**src/rtl/itrx_spim_initiator.sv**
```systemverilog
// SPI mode-0 initiator: one MSB-first DATA_W-bit frame per accepted start.
// SCLK half-period is (clk_div+1) clk cycles, latched when the frame starts.
module itrx_spim_initiator #(
    parameter int unsigned DATA_W = 32,
    parameter int unsigned DIV_W  = 8
) (
    input  logic              clk,
    input  logic              rst_n,
    input  logic [DIV_W-1:0]  clk_div,
    input  logic              start,
    input  logic [DATA_W-1:0] tx_data,
    output logic              busy,
    output logic              done,
    output logic [DATA_W-1:0] rx_data,
    output logic              sclk,
    output logic              cs_n,
    output logic              mosi,
    input  logic              miso
);

    localparam int unsigned CNT_W = $clog2(DATA_W + 1);

    typedef enum logic [1:0] {
        IDLE  = 2'd0,
        SETUP = 2'd1,
        SHIFT = 2'd2,
        HOLD  = 2'd3
    } state_t;

    state_t            state_q, state_d;
    logic [DATA_W-1:0] tx_sr_q, tx_sr_d;
    logic [DATA_W-1:0] rx_sr_q, rx_sr_d;
    logic [DIV_W-1:0]  div_q, div_d;
    logic [DIV_W-1:0]  div_rld_q, div_rld_d;
    logic [CNT_W-1:0]  cnt_q, cnt_d;
    logic              phase_q, phase_d;
    logic              sclk_q, sclk_d;
    logic              cs_n_q, cs_n_d;
    logic              mosi_q, mosi_d;
    logic              busy_q, busy_d;
    logic              done_q, done_d;
    logic [DATA_W-1:0] rx_data_q, rx_data_d;

    always_ff @(posedge clk or negedge rst_n) begin
        if (!rst_n) begin
            state_q   <= IDLE;
            tx_sr_q   <= '0;
            rx_sr_q   <= '0;
            div_q     <= '0;
            div_rld_q <= '0;
            cnt_q     <= '0;
            phase_q   <= 1'b0;
            sclk_q    <= 1'b0;
            cs_n_q    <= 1'b1;
            mosi_q    <= 1'b0;
            busy_q    <= 1'b0;
            done_q    <= 1'b0;
            rx_data_q <= '0;
        end else begin
            state_q   <= state_d;
            tx_sr_q   <= tx_sr_d;
            rx_sr_q   <= rx_sr_d;
            div_q     <= div_d;
            div_rld_q <= div_rld_d;
            cnt_q     <= cnt_d;
            phase_q   <= phase_d;
            sclk_q    <= sclk_d;
            cs_n_q    <= cs_n_d;
            mosi_q    <= mosi_d;
            busy_q    <= busy_d;
            done_q    <= done_d;
            rx_data_q <= rx_data_d;
        end
    end

    // Divider ticks once per SCLK half-period; each tick advances the frame.
    always_comb begin
        state_d   = state_q;
        tx_sr_d   = tx_sr_q;
        rx_sr_d   = rx_sr_q;
        div_d     = div_q;
        div_rld_d = div_rld_q;
        cnt_d     = cnt_q;
        phase_d   = phase_q;
        sclk_d    = sclk_q;
        cs_n_d    = cs_n_q;
        mosi_d    = mosi_q;
        busy_d    = busy_q;
        done_d    = 1'b0;
        rx_data_d = rx_data_q;

        unique case (state_q)
            IDLE: begin
                if (start) begin
                    tx_sr_d   = tx_data;
                    rx_sr_d   = '0;
                    div_rld_d = clk_div;
                    div_d     = clk_div;
                    cnt_d     = '0;
                    cs_n_d    = 1'b0;
                    busy_d    = 1'b1;
                    mosi_d    = tx_data[DATA_W-1];
                    state_d   = SETUP;
                end
            end
            SETUP: begin
                if (div_q == '0) begin
                    div_d   = div_rld_q;
                    sclk_d  = 1'b1;
                    rx_sr_d = {rx_sr_q[DATA_W-2:0], miso};
                    cnt_d   = cnt_q + CNT_W'(1);
                    state_d = SHIFT;
                end else begin
                    div_d = div_q - DIV_W'(1);
                end
            end
            SHIFT: begin
                if (div_q == '0) begin
                    div_d = div_rld_q;
                    if (sclk_q) begin
                        sclk_d = 1'b0;
                        if (cnt_q == CNT_W'(DATA_W)) begin
                            phase_d = 1'b0;
                            state_d = HOLD;
                        end else begin
                            mosi_d  = tx_sr_q[DATA_W-2];
                            tx_sr_d = {tx_sr_q[DATA_W-2:0], 1'b0};
                        end
                    end else begin
                        sclk_d  = 1'b1;
                        rx_sr_d = {rx_sr_q[DATA_W-2:0], miso};
                        cnt_d   = cnt_q + CNT_W'(1);
                    end
                end else begin
                    div_d = div_q - DIV_W'(1);
                end
            end
            HOLD: begin
                // Trailing idle of one full SCLK period before CS_N is released.
                if (div_q == '0) begin
                    div_d = div_rld_q;
                    if (phase_q) begin
                        cs_n_d    = 1'b1;
                        mosi_d    = 1'b0;
                        busy_d    = 1'b0;
                        done_d    = 1'b1;
                        rx_data_d = rx_sr_q;
                        state_d   = IDLE;
                    end else begin
                        phase_d = 1'b1;
                    end
                end else begin
                    div_d = div_q - DIV_W'(1);
                end
            end
            default: state_d = IDLE;
        endcase
    end

    assign busy    = busy_q;
    assign done    = done_q;
    assign rx_data = rx_data_q;
    assign sclk    = sclk_q;
    assign cs_n    = cs_n_q;
    assign mosi    = mosi_q;

endmodule

```
**config.mk**
```make
export PLATFORM = sky130hd
export DESIGN_NAME = itrx_spim_initiator
export DESIGN_NICKNAME = d
export VERILOG_FILES = /design/src/rtl/itrx_spim_initiator.sv
export SDC_FILE = /design/constraint.sdc
export NUM_CORES = 1
export LEC_CHECK = 0
export ABC_AREA = 1
export BUFFER_PORTS_ARGS = -buffer_cell sky130_fd_sc_hd__buf_2
export CELL_PAD_IN_SITES_DETAIL_PLACEMENT = 1
export CELL_PAD_IN_SITES_GLOBAL_PLACEMENT = 1
export CORE_UTILIZATION = 40
export DETAILED_ROUTE_END_ITERATION = 7
export HOLD_SLACK_MARGIN = 0.03
export PLACE_DENSITY_LB_ADDON = 0.1
export SLEW_MARGIN = 0
export SYNTH_ARGS = -nofsm -noshare
export SYNTH_HDL_FRONTEND = slang
export SYNTH_SLANG_ARGS = --single-unit
```
**constraint.sdc**
```tcl
create_clock -name clk -period 1.7 [get_ports clk]
set_input_delay 0.17 -clock clk [delete_from_list [all_inputs] [get_ports clk]]
set_output_delay 0.17 -clock clk [all_outputs]
set_load 0.03 [all_outputs]
```
==> flow_summary.toml, run 1 <==
[logic_synthesis]
synthFlopType = "dfrtp_1"
ys_types = 33
synth_area_per_cell_um2 = 9.31
syn_nets = 676
synth-seq-cells = 125
yosysWarnings = 0
yosys-top-cells-area = "dfrtp_1 54%, nand2_1 8.3%, mux2i_1 5.2%"
syn_inst = 623
yosysTopAreaCell = "dfrtp_1"
synth-edff-count = 0
ys_seq_area_frac = 0.540
synth_top_area_share = 0.535
synth_area_um2 = 5800
synthArstFlopShare = 1.00

[layout]
fill_cells = 1586
final_util = 0.555
nets = 806
drive_above_1_share = 0.279
diodes = 0
final_common_cell = "dfrtp_1"
final_cell_area_um2 = 7760
final_cell_mix = "123 x dfrtp_1, 121 x nand2_1, 79 x buf_2, 62 x o21ai_1, 52 x inv_1"
area_growth_pct = 33.9

[placed_design]
dpl.hpwl_um = 9580
placed_area_um2 = 6560
portBuffers = 80
gp_congestion = 0.822

[global_route]
antenna_found_initial = 0
grt_pass1_wl_um = 25400
grt_max_degree = 66
grt_use_total = 0.218
grt_overflow = 0
grt_pass1_vias = 5166

[power_and_ir_drop]
ir_worst_vdd_mv = 0.981
p_per_area_nw_per_um2 = 1830
leakage_nw = 3.69

[timing]
finalCritPeriodShare = 0.980
fin_hold_ws_ps = 42.8
fin_tns_setup_ps = 0
tightest_slew_ps = 511
rsz0062_at_grt = "true"
min_period_ps = 1670
maxSlewHeadroom = 0.659
fin_skew_ps = 14.0
setup_violations = 0
fmax_ghz = 0.600
hold_viol = 0
drv_slew = 0

[run_status]
status = "finished, final reports clean"

[setup_path]
cp-start-kind = "flop"
cp_data_arrival_time_ps = 2000
rrSetupSlack_ps = 30
rr_startpoint = "state_q[0]"
worstPathRequired_ps = 2040
critPathCaptureType = "flop"
rr_endpoint = "tx_sr_q[15]"
r2r_cells = 9
crit_type = "flop to flop"
crit_fanout = 8

[clocking]
root_buffer = "clkbuf_16"
clk_latency_ps = 420
cts_buffers = 17
clk_pin_slew_ps = 60
cts_tree = "done"
clock_sinks = 125
clk_path_buf_depth = 2
htree_levels = 4

[hold_path]
min_to = "div_rld_q[6]"
hold_depth = 3
min_from = "clk_div[6]"
worstHoldPathType = "input port to flop"

[floorplan]
pin_count = 81
num_rows = 43
start_util = 0.415
die_h_um = 122
die_area_um2 = 15000
core_um2 = 14000
die_x_um = 122

[drt]
routed_wl_um = 15700
post_drt_wl_per_cell_um = 16.6
vias = 4868
initialDrtViolationCount = 236
postRouteAntennaNets = 0
vias_per_cell = 5.15
dr.pass1.iters = 4
post-route-drc-count = 0

[run]
cap_violations = 0
area by class of cell:
class | instances | area [µm²] | area share
clock buffer | 18 | 439 | 0.0566
clock inverter | 14 | 215 | 0.0277
inverter | 61 | 249 | 0.0321
multi-input combinational | 405 | 2350 | 0.303
sequential | 125 | 3130 | 0.403
tap | 180 | 225 | 0.0290
timing repair buffer | 143 | 1150 | 0.148
synth_stat cells, types with 3 or more instances:
cell,number
a21oi_1,21
buf_2,11
buf_4,5
buf_6,10
clkbuf_1,7
dfrtp_1,124
ha_1,9
inv_1,56
mux2i_1,30
nand2_1,129
nand2_2,3
nand3_1,15
nand4_1,36
nor2_1,25
nor2_2,3
nor2_4,3
o21ai_0,57
o21ai_1,56
xor2_1,3
layer usage:
layer | track usage | wire length (µm) | up-vias
met5 | 0 | 0 | -
met4 | 0.0732 | 233 | 0
met3 | 0.0544 | 475 | 19
met2 | 0.358 | 7870 | 82
met1 | 0.280 | 7120 | 2422
li1 | - | - | 2345
logic make-up after synthesis:
family          Yosys count  share of synthesized area
simple gates            219                      0.174
compound gates          139                      0.124
mux                      32                     0.0557
xor+xnor                  5                    0.00755
flops                   125                      0.540
fa+ha+maj                 9                     0.0194
buf+inv                  94                     0.0803
where the power goes:
part           switching, W  internal [W]  total [W]
logic               0.00352       0.00248    0.00601
clock network       0.00140       0.00264    0.00405
registers          0.000465       0.00368    0.00414
total               0.00539       0.00880     0.0142
repair_timing:
item	4_1_cts	5_1_grt
endpoints found under the hold margin	43	0
cloned	0	4
endpoints found under the setup margin	51	78
buffers inserted	4	7
gates resized for setup	7	65
hold buffers	17	0
pin swaps	2	8
critical path, stage by stage, from the launching register on:
cell and delay, ps:
dfrtp_1 390, inv_2 120, ha_4 180, inv_6 40
o21ai_4 130, nand2_2 80, nor2_4 170, nand2_2 140
clkbuf_16 190, o21ai_1 140
worst max path at each step:
stage / end / from / depth (start not counted)
finish: tx_sr_q[15] / state_q[0] / 9
global route: tx_sr_q[15] / state_q[0] / 9
CTS: rx_sr_q[13] / state_q[0] / 8
detailed placement: rx_sr_q[31] / state_q[0] / 8
global placement: tx_sr_q[5] / state_q[0] / 10
floorplan: tx_sr_q[18] / state_q[0] / 10
stage by stage:
stage | cells | total power [W] | worst slack (ps)
finish | 946 | 0.0142 | 34.7
global route | 946 | 0.0151 | -87.4
detailed placement | 882 | 0.00904 | -55.4
CTS | 935 | 0.0133 | -20.6
global placement | 882 | 0.00882 | 30.7
floorplan | 623 | 0.00757 | 53.5
flip-flops by register name, indices dropped and copies added, names as in the netlist, 2 cells and up:
register	flops
cnt_q	6
state_q	2
div_q	8
tx_sr_q	31
rx_data	32
div_rld_q	8
rx_sr_q	32
Power figures use the tool's default switching activity.
==> run 2: changes to the inputs <==
--- a/config.mk
+++ b/config.mk
@@ -9,7 +9,8 @@
 export BUFFER_PORTS_ARGS = -buffer_cell sky130_fd_sc_hd__buf_2
 export CELL_PAD_IN_SITES_DETAIL_PLACEMENT = 1
 export CELL_PAD_IN_SITES_GLOBAL_PLACEMENT = 1
-export CORE_UTILIZATION = 40
+export CORE_UTILIZATION = 30
+export CTS_BUF_LIST = sky130_fd_sc_hd__clkbuf_4
 export DETAILED_ROUTE_END_ITERATION = 7
 export HOLD_SLACK_MARGIN = 0.03
 export PLACE_DENSITY_LB_ADDON = 0.1
==> run 2 against run 1 <==
Via count is 0.16% higher. Clock skew is 14 ps higher. Die area grew 33%. Critical path depth up 1. Total power decreased by 9.9%. Worst hold slack improved by 65 ps. Design area grew 0.63%. First-iteration DRC count is 51% lower. Worst setup slack got worse by 10 ps. Utilization shrank 14 points. Combinational power grew 4.0%. Critical endpoint is now tx_sr_q[16].
==> flow_summary.toml, run 2 (synthesized netlist as in run 1, its figures left out) <==
[floorplan]
num_rows = 50
start_util = 0.308
pin_count = 81
core_um2 = 18800
die_h_um = 141
die_x_um = 141
die_area_um2 = 19900

[timing]
min_period_ps = 1680
fmax_ghz = 0.597
maxSlewHeadroom = 0.693
rsz0062_at_grt = "true"
finalCritPeriodShare = 0.986
setup_violations = 0
drv_slew = 0
fin_skew_ps = 28.0
hold_viol = 0
fin_hold_ws_ps = 108
tightest_slew_ps = 460

[clocking]
root_buffer = "clkbuf_4"
clk_path_buf_depth = 2
cts_buffers = 17
clk_latency_ps = 550
clk_pin_slew_ps = 120
clock_sinks = 125
cts_tree = "done"
htree_levels = 4

[power_and_ir_drop]
p_per_area_nw_per_um2 = 1640
total_power_w = 0.0128
leakage_nw = 3.64
ir_worst_vdd_mv = 0.727

[global_route]
grt_overflow = 0
antenna_found_initial = 1
grt_max_degree = 66
grt_use_total = 0.170
grt_pass1_wl_um = 26500
grt_pass1_vias = 5316

[placed_design]
dpl.hpwl_um = 10000
portBuffers = 80
gp_congestion = 0.775

[run_status]
status = "finished, final reports clean"

[layout]
final_common_cell = "dfrtp_1"
final_cell_mix = "122 x dfrtp_1, 111 x nand2_1, 79 x buf_2, 53 x o21ai_0, 50 x inv_1"
nets = 828
drive_above_1_share = 0.283
regArea_um2 = 3130
area_growth_pct = 34.7
fill_cells = 2183
multiInputGateArea_um2 = 2390

[setup_path]
crit_fanout = 8
r2r_cells = 10
cp-start-kind = "flop"
crit_type = "flop to flop"
cp_data_arrival_time_ps = 2090
worstPathRequired_ps = 2110
critPathCaptureType = "flop"
rr_startpoint = "state_q[0]"
rrSetupSlack_ps = 20
rr_endpoint = "tx_sr_q[16]"

[drt]
post-route-drc-count = 0
post_drt_wl_per_cell_um = 15.1
vias = 4876
initialDrtViolationCount = 115
postRouteAntennaNets = 0
vias_per_cell = 4.65
dr.pass1.iters = 4
routed_wl_um = 15900

[hold_path]
worstHoldPathType = "input port to asynchronous set/reset pin"

[run]
cap_violations = 0
run 2: changes by cell type in the layout (fill, tap and decap cells not counted), moves of 7 or more:
cell	delta
clkbuf_16	-17
nand2_2	+7
dlygate4sd3_1	+25
o21ai_0	+11
o21ai_1	-15
clkbuf_4	+17
nand2_1	-10
run 2: final cells by class:
type | instances | area share
clock inverters | 15 | 0.0247
multi-input cells | 404 | 0.306
inverters | 61 | 0.0316
flip-flops and latches | 125 | 0.401
well taps | 260 | 0.0416
clock buffers | 17 | 0.0163
repair buffers | 166 | 0.179
diodes | 1 | 0.000320
run 2: layer usage:
layer	part of all wire	GRT usage	wire length [µm]	vias to the layer above
met4	0.012	0.0526	192	0
met5	0	0	0	-
li1	-	-	-	2378
met2	0.51	0.300	8060	64
met1	0.45	0.200	7090	2420
met3	0.032	0.0459	513	14
run 2: worst max path at each step:
stage / startpoint / to / slack (ps) / depth (start not counted)
after floorplan: state_q[0] / tx_sr_q[18] / 50 / 10
after global placement: state_q[0] / tx_sr_q[14] / 40 / 10
after detailed placement: state_q[0] / state_q[1] / -80 / 9
after CTS: state_q[1] / rx_sr_q[26] / 1 / 7
after global routing: state_q[0] / tx_sr_q[25] / -40 / 10
final: state_q[0] / tx_sr_q[16] / 20 / 10
run 2: repair_timing:
action | CTS | global route
pin swaps | 4 | 9
cloned | 1 | 4
setup buffers | 2 | 6
setup endpoints to repair | 51 | 87
gates resized for setup | 17 | 61
hold buffers | 42 | 0
hold endpoints to repair | 173 | 0
run 2: report_power, final:
part / total (W) / internal [W] / switching (W)
clock: 0.00238 / 0.00117 / 0.00122
sequential: 0.00416 / 0.00367 / 0.000496
combinational: 0.00625 / 0.00270 / 0.00354
total: 0.0128 / 0.00753 / 0.00526
run 2: critical path: stages (launching register included):
cell	delay [ps]
dfrtp_1	410
inv_2	120
ha_4	210
inv_6	40
o21ai_4	140
nand2_4	70
nor2_4	160
nand2_8	120
clkbuf_16	190
nand2_1	50
o21ai_1	60
run 2: through the flow:
stage               worst slack, ps  instance area (µm²)  cells  utilization  setup TNS, ps
finish                         24.4                 7810   1049        0.415              0
global route                  -40.7                 7810   1049        0.415           -610
CTS                            1.43                 7480   1038        0.397              0
detailed placement            -75.1                 6650    961        0.353          -1140
global placement               41.2                 6650    961        0.353              0
floorplan                      53.5                 5800    623            -              0
==> run 3: changes to the inputs <==
--- a/config.mk
+++ b/config.mk
@@ -5,7 +5,6 @@
 export SDC_FILE = /design/constraint.sdc
 export NUM_CORES = 1
 export LEC_CHECK = 0
-export ABC_AREA = 1
 export BUFFER_PORTS_ARGS = -buffer_cell sky130_fd_sc_hd__buf_2
 export CELL_PAD_IN_SITES_DETAIL_PLACEMENT = 1
 export CELL_PAD_IN_SITES_GLOBAL_PLACEMENT = 1
==> run 3 against run 2 <==
The run now ends with negative setup slack left. First-iteration DRC count grew 13%. Worst hold slack worse by 14 ps. Critical path type unchanged. Via count fell by 2.7%. Critical path depth decreased by 2. Final cell count decreased by 7.2%. Clock skew fell by 9.4 ps. Synthesized cell count decreased by 16%. Global-route usage is 0.16 points higher. Critical endpoint is now tx_sr_q[18]. Area after synthesis is 1.5% lower. Count of clock-buffer cells in the layout stayed put. Clock power shrank 5%.
==> flow_summary.toml, run 3 <==
[timing]
fin_ws_ps = -174
fin_hold_ws_ps = 94.6
fin_skew_ps = 18.6
min_period_ps = 1870
hold_viol = 0
finalCritPeriodShare = 1.10
fmax_ghz = 0.534
tightest_slew_ps = 416
maxSlewHeadroom = 0.723
rsz0062_at_grt = "true"
drv_slew = 0
setup_violations = 107

[logic_synthesis]
yosysWarnings = 0
synth_area_um2 = 5710
synth_top_family_by_area = "multiplexers"
netlist_top_cells_count = "124 x dfrtp_1, 75 x nand2_1, 42 x o21ai_0, 39 x nand3_1, 37 x mux2_2"
synth_compound_area_frac = 0.119
synth-simple-area-share = 0.130
yosysTopAreaCell = "dfrtp_1"
synth.area.mux_share = 0.139
syn_nets = 578
synthArstFlopShare = 1.00
synthXorXnorAreaFrac = 0.00613
synth-seq-cells = 125
synth-edff-count = 0
synth_top_area_share = 0.543
synthAdderAreaFrac = 0.0197
synthFlopType = "dfrtp_1"
syn_inst = 525
synth_area_per_cell_um2 = 10.9
yosys-top-cells-area = "dfrtp_1 54%, mux2_2 7.3%, mux2i_1 5.6%"
yosysMostFrequentCell = "dfrtp_1"
ys_types = 55
ys_seq_area_frac = 0.548

[setup_path]
r2r_cells = 8
crit_fanout = 16
crit_family = "simple AND/OR/NAND/NOR gates"
cp_data_arrival_time_ps = 2310
cp-startpoint = "cnt_q[1]"
rr_startpoint = "cnt_q[1]"
worstPathRequired_ps = 2130
crit_slowest_cell = "dfrtp_1"
cp.depth = 8
crit_type = "flop to flop"
max_stage_delay_ps = 410
crit_path_cell_trace = "inv_1 > ha_1 > nor4b_4 > nand2_1 > a32oi_4 > or2_4 > buf_12 > o21ai_1"
cp-start-kind = "flop"
crit_buf_inv = 2
critPathCaptureType = "flop"

[drt]
routed_wl_um = 16100
wl_met2_um = 7900
met1_length_um = 7480
dr.pass1.iters = 4
post_drt_wl_per_cell_um = 16.5
vias_per_cell = 4.87
initialDrtViolationCount = 130
met3_length_um = 496
top_layer = "met4"
vias = 4742
post-route-drc-count = 0
postRouteAntennaNets = 0

[power_and_ir_drop]
total_power_w = 0.0140
ir_worst_vdd_mv = 0.660
power.internal_w = 0.00826
switching_share = 0.412
pwr-share-clk = 0.160
p_seq_frac = 0.299
p_per_area_nw_per_um2 = 1680
pwr-share-comb = 0.541
power.switching_w = 0.00578
leakage_nw = 4.04

[run_status]
status = "finished, violations left"
violations = "negative setup slack"

[global_route]
antenna_found_initial = 1
grt_use_total = 0.171
grt_overflow = 0
grt_max_degree = 54
grt_pass1_vias = 5191
grt_pass1_wl_um = 26600

[clocking]
clk_path_buf_depth = 2
htree_levels = 4
clk_latency_ps = 550
clock_sinks = 125
cts_buffers = 17
root_buffer = "clkbuf_4"
cts_tree = "done"
clk_pin_slew_ps = 130

[floorplan]
core_um2 = 18700
start_util = 0.305
pin_count = 81
die_area_um2 = 19600
die_x_um = 140
num_rows = 50
die_h_um = 140

[layout]
area_growth_pct = 46.7
final_cell_mix = "123 x dfrtp_1, 80 x buf_2, 70 x nand2_1, 61 x buf_4, 43 x dlygate4sd3_1"
final_util = 0.448
final_cell_area_um2 = 8380
nets = 778
drive_above_1_share = 0.458
final_common_cell = "dfrtp_1"

[placed_design]
placed_area_um2 = 6870
dpl.hpwl_um = 10100
pre_cts_ws_ps = -200
gp_congestion = 0.792
portBuffers = 80

[run]
cap_violations = 0

[hold_path]
worstHoldPathType = "input port to asynchronous set/reset pin"
## run 3: changes by cell type in the layout (fill, tap and decap cells not counted), moves of 12 or more
cell	previous run	this run
o21ai_0	53	32
nand2_1	111	70
buf_4	25	61
mux2_2	2	37
inv_1	50	7
buf_6	3	15
nand2_2	19	4
o21ai_1	47	18
nand4_1	36	0
nor2_1	23	10
nand3_2	2	20
## run 3: layer usage
metal | vias to the layer above | GRT usage
li1 | 2249 | -
met2 | 76 | 0.283
met3 | 20 | 0.0390
met5 | - | 0
met1 | 2397 | 0.221
met4 | 0 | 0.0561
## run 3: what timing repair did
action,in CTS,in global routing
setup endpoints to repair,113,115
hold endpoints to repair,173,0
hold buffers,43,0
gates cloned,5,2
pin swaps,41,28
gates resized for setup,60,54
buffers inserted,14,11
## run 3: worst paths after layout
kind	endpoint	slack, ps
min reg2reg	rx_sr_q[31]	490
min in group clk	rx_sr_q[0]	400
min	div_rld_q[7]	90
max in group asynchronous	rx_sr_q[29]	970
max reg2reg	tx_sr_q[18]	-170
max	tx_sr_q[18]	-170
## run 3: layout make-up
cell class / count / area (µm²)
Clock inverter: 15 / 180
Tap cell: 234 / 293
Inverter: 11 / 41.3
Antenna cell: 1 / 2.50
Fill cell: 2030 / 10300
Multi-Input combinational cell: 356 / 2830
Timing Repair Buffer: 214 / 1780
Sequential cell: 125 / 3130
Clock buffer: 17 / 128
## run 3: kinds of logic after synthesis
| logic type | count (synthesis) |
|---|---|
| AO/OA/AOI/OAI | 113 |
| XOR/XNOR | 4 |
| adder cells (fa/ha/maj) | 9 |
| buffers and inverters | 45 |
| flip-flops | 125 |
| multiplexers | 74 |
| AND/OR/NAND/NOR | 155 |
## run 3: worst reg2reg max path, cell delays in order (launching register included)
cell,delay [ps]
dfrtp_1,410
inv_1,100
ha_1,160
nor4b_4,210
nand2_1,150
a32oi_4,290
or2_4,200
buf_12,160
o21ai_1,90
## run 3: stage by stage
step / TNS (ps) / instances
floorplan: -3060 / 525
global placement: -8710 / 867
detailed placement: -11730 / 867
CTS: -8600 / 960
global route: -23150 / 973
finish: -11550 / 973
## run 3: power groups by stage
stage          registers (W)  clock network (W)  logic [W]
2_1_floorplan        0.00415                  0    0.00353
3_3_place_gp         0.00419                  0    0.00541
3_5_place_dp         0.00422                  0    0.00558
4_1_cts              0.00418            0.00236    0.00700
5_1_grt              0.00429            0.00247    0.00827
6_report             0.00420            0.00225    0.00759
